File: config.mk
export PLATFORM = sky130hd
export DESIGN_NAME = mult_ctrl
export DESIGN_NICKNAME = d
export VERILOG_FILES = /design/src/rtl/mult_ctrl.sv
export SDC_FILE = /design/constraint.sdc
export NUM_CORES = 1
export LEC_CHECK = 0
export CELL_PAD_IN_SITES_DETAIL_PLACEMENT = 2
export CELL_PAD_IN_SITES_GLOBAL_PLACEMENT = 2
export CORE_MARGIN = 1.5
export CORE_UTILIZATION = 24
export CTS_BUF_LIST = sky130_fd_sc_hd__clkbuf_8 sky130_fd_sc_hd__clkbuf_16
export CTS_CLUSTER_DIAMETER = 200
export DETAILED_ROUTE_END_ITERATION = 16
export MAX_ROUTING_LAYER = met4
export PLACE_DENSITY_LB_ADDON = 0.1
export SETUP_SLACK_MARGIN = 0.3
export SLEW_MARGIN = 20
export SYNTH_ARGS = -nofsm -noshare
export SYNTH_HDL_FRONTEND = slang
export SYNTH_SLANG_ARGS = --single-unit
File: constraint.sdc
create_clock -name Clk -period 1.2 [get_ports Clk]
set_input_delay 0.12 -clock Clk [delete_from_list [all_inputs] [get_ports Clk]]
set_output_delay 0.12 -clock Clk [all_outputs]
set_load 0.1 [all_outputs]
File: src/rtl/mult_ctrl.sv
// Sequencing controller for the N-bit shift-add multiplier.
// Drives the Load/Ad/Sh strobes of the ACC register and pulses Done when the
// product is valid. M is the current multiplier LSB read back from ACC.
module mult_ctrl #(
  parameter int unsigned N  = 16,
  parameter int unsigned CW = $clog2(N)
) (
  input  logic Clk,
  input  logic Rst,
  input  logic St,
  input  logic M,
  output logic Load,
  output logic Ad,
  output logic Sh,
  output logic Busy,
  output logic Done
);

  typedef enum logic [2:0] {
    StIdle,
    StLoad,
    StBit,
    StShift,
    StDone
  } state_e;

  state_e          state_q, state_d;
  logic [CW-1:0]   cnt_q, cnt_d;
  logic            last_bit;

  // The counter holds the index of the bit being processed.
  assign last_bit = (cnt_q == CW'(N - 1));

  // State and bit counter registers with synchronous active-low reset.
  always_ff @(posedge Clk) begin
    if (!Rst) begin
      state_q <= StIdle;
      cnt_q   <= '0;
    end else begin
      state_q <= state_d;
      cnt_q   <= cnt_d;
    end
  end

  // Next-state, counter update and strobe decode (Ad/Sh in StBit follow M).
  always_comb begin
    state_d = state_q;
    cnt_d   = cnt_q;
    Load    = 1'b0;
    Ad      = 1'b0;
    Sh      = 1'b0;
    Done    = 1'b0;
    Busy    = 1'b1;
    unique case (state_q)
      StIdle: begin
        Busy = 1'b0;
        if (St) begin
          state_d = StLoad;
        end
      end
      StLoad: begin
        Load    = 1'b1;
        cnt_d   = '0;
        state_d = StBit;
      end
      StBit: begin
        if (M) begin
          // Add first; LSB is untouched so the following shift sees the same bit.
          Ad      = 1'b1;
          state_d = StShift;
        end else begin
          Sh = 1'b1;
          if (last_bit) begin
            state_d = StDone;
          end else begin
            cnt_d   = cnt_q + CW'(1);
            state_d = StBit;
          end
        end
      end
      StShift: begin
        Sh = 1'b1;
        if (last_bit) begin
          state_d = StDone;
        end else begin
          cnt_d   = cnt_q + CW'(1);
          state_d = StBit;
        end
      end
      StDone: begin
        Done    = 1'b1;
        state_d = StIdle;
      end
      default: begin
        Busy    = 1'b0;
        state_d = StIdle;
      end
    endcase
  end

endmodule

==> results by group <==
Critical path
  – Startpoint Class: flop
  – Worst setup path class: flop to primary output
  – Crit path arrival time: 1.18 ns
  – Worst path slowest cell: dfxtp_4
  – CP cell instances: buf_6 > nor2_4 > xnor2_4 > buf_12
  – Required time worst endpoint: 1.08 ns
  – Reg-to-Reg Start: state_q[1]$_SDFFE_PN0P_
  – Worst Setup SP: state_q[1]$_SDFFE_PN0P_
  – Critical Path End Type: primary output
  – Crit path largest cell delay: ~0.36 ns
  – Buf/Inv on CP: 2
  – Cell family with the largest share of critical-path delay: flip-flops
  – CP Max Fanout: 5

Timing
  – Final slew viol count: 0
  – Hold Violations, Final: 0
  – Max_slew headroom: 76.65%
  – Min cycle time layout: 1.295 ns
  – Sum Neg Setup Slack: -0.4621 ns
  – Fmax: 0.7720 GHz
  – Worst Tran Pin Value: 0.3464 ns
  – Finish-stage setup viols: 9
  – RSZ-0062 raised after global routing: true
  – Clock Skew: about 0.0062 ns
  – Slack of the critical path: -0.09535 ns
  – Min Hold Slack: between 0.3 and 0.4 ns
  – Final Cycle Share: 107.9%

Floorplan
  – Die height: 45.10 microns
  – Initial Util: 25.19%
  – Die width: between 40 and 50 microns
  – Die area: 2034 sq um
  – Row count: 15
  – I/O Pins: 9
  – Core area: 1689 sq um

Synthesis
  – Number of synthesized register bits: 7
  – Avg Inst Size Synth: 8.508 sq um
  – Yosys warns: 0
  – Post-synth cell types: 27
  – Synth top area share: about a third
  – Post-synth top area cell: dfxtp_1
  – Async set-reset flop share out of synthesis: 0%
  – Synth top area cells: dfxtp_1, a221oi_1, inv_1, nand2_1, a211o_1
  – Cells after Synth: 50
  – Ys flop type: dfxtp_1
  – Syn Std Cell Area: 425.4 sq um
  – Top cells by count, synth: dfxtp_1, inv_1, nand2_1
  – Post-synthesis sequential area ratio: 32.94%
  – Post-synth EDFFs: 0
  – Most common cell in the netlist: dfxtp_1
  – Post-Syn Nets: 55

Clock network
  – Num CTS Buffers: 3
  – H-tree depth: 1
  – Clk sink count: 7
  – Clock root cell: clkbuf_8
  – CTS tree: built
  – Worst-path clk slew: 0.04 ns
  – Clock buffer depth: 2
  – Worst-skew pair later-pin latency: 0.24 ns

Route
  – Total wire length: 1801 microns
  – Router iterations before antenna repair: 4
  – Antenna Nets Post-Route: 0
  – Via density: around 5.2
  – Vias: 495
  – Wirelength per Cell: 18.76 microns
  – Drt first-iter violations: 5
  – Residual DRC: 0

Layout
  – Area grow syn2layout: 118.8%
  – Fillcell total: 166
  – Layout Nets: 85
  – Layout cells sized above 1: about two thirds
  – Layout Utilization: 55.11%
  – Sequential cell area: 153.9 sq um
  – Area occupied by multi-input gates: just under 400 sq um
  – Ant diodes: 0

Power
  – Leak Pwr: 0.3470 nW
  – Power Dens Cells: 990.7 nW/um^2
  – Total power: 0.9223 mW
  – Worst VDD drop: 0.0007133 V

Min path
  – Class of the tightest hold or removal check: input port to flop
  – Hold_sp: Rst

Outcome
  – Failing checks: setup timing
  – Outcome: complete, but fails checks

Global route
  – Overflow after GRT: 0
  – First-pass GRT wire length: about 2900 microns
  – Largest net degree at the start of global routing: 7
  – Total track usage: 22.37%
  – Vias in the first global route: 570
  – Initial antenna violation count: 0

Place
  – GP Congestion: between 0.7 and 0.8
  – IO Port Bufs: 8
  – DP Wirelength: ~1200 microns

Flow run
  – Max-cap viol count: 0
## logic make-up after synthesis
group,after synthesis,share of synthesized area (%)
buffers and inverters,8,9.706
AOI/OAI and AO/OA,12,22.95
and+or+nand+nor,20,27.06
xor gates and xnor gates,1,2.059
muxes,1,2.353
DFF,7,32.94
adders and majority gates,1,2.941
## through the flow
stage / worst slack, ns / std cells / area [sq um]
6_report: -0.09535 / 96 / 930.9
5_1_grt: -0.1422 / 96 / 930.9
4_1_cts: -0.1217 / 95 / 897.1
3_5_place_dp: -0.2971 / 84 / 730.7
3_3_place_gp: -0.2061 / 84 / 730.7
2_1_floorplan: -0.1740 / 50 / 523.0
## worst register-to-register path, stage by stage (launching register included)
cell and delay (ns):
dfxtp_4 0.38, buf_4 0.16, nand2b_4 0.09, a211o_1 0.28, a221oi_2 0.27
## layout by cell type, fill, tap and decap left out, types with 2 or more instances in the layout
cell type	n
a211o_1	2
a21oi_1	2
a221oi_2	2
buf_12	5
buf_4	12
buf_6	6
clkbuf_8	3
dfxtp_1	2
dfxtp_2	2
dfxtp_4	3
dlygate4sd2_1	2
inv_1	5
nand2_1	5
nand2b_4	2
nor2_4	3
## where the power goes
group	switching (mW)	internal, mW	leakage (nW)
Sequential	0.0176	0.241	0.0600
Combinational	0.174	0.148	0.260
Clock	0.119	0.223	0.0269
## state kept, by name, indices dropped and copies added, names as in the netlist
register	flops
cnt_q	4
state_q	3
## path summary, 6_finish.rpt
kind	endpoint	slack, ns	cells after the start
setup reg to reg	cnt_q[3]$_SDFFE_PN0P_	-0.08	4
hold reg to reg	state_q[0]$_SDFFE_PN0P_	0.53	1
setup / recovery	Busy	-0.1	4
hold / removal	cnt_q[2]$_SDFFE_PN0P_	0.40	4
## metal layers
layer | global-route usage [%] | part of all wire (%) | vias to the layer above
li1 | - | - | 238
met1 | 23.17 | 37 | 239
met2 | 38.29 | 56 | 13
met3 | 9.200 | 5.1 | 5
met4 | 7.059 | 2.1 | 0
met5 | - | 0 | -
## what timing repair did
action                                  4_1_cts  5_1_grt
gates resized for setup                      19        5
endpoints found under the setup margin       12       12
hold buffers                                  0        0
setup buffers                                 7        1
pin swaps                                    12        6
## final cells by class
type | instances | area share [%]
multi-input cells | 35 | 41.26
repair buffers | 27 | 32.26
flip-flops and latches | 7 | 16.53
clock buffers | 3 | 4.435
inverters | 6 | 2.823
well taps | 17 | 2.285
clock inverters | 1 | 0.4032
(Power assumes the default switching activity.)
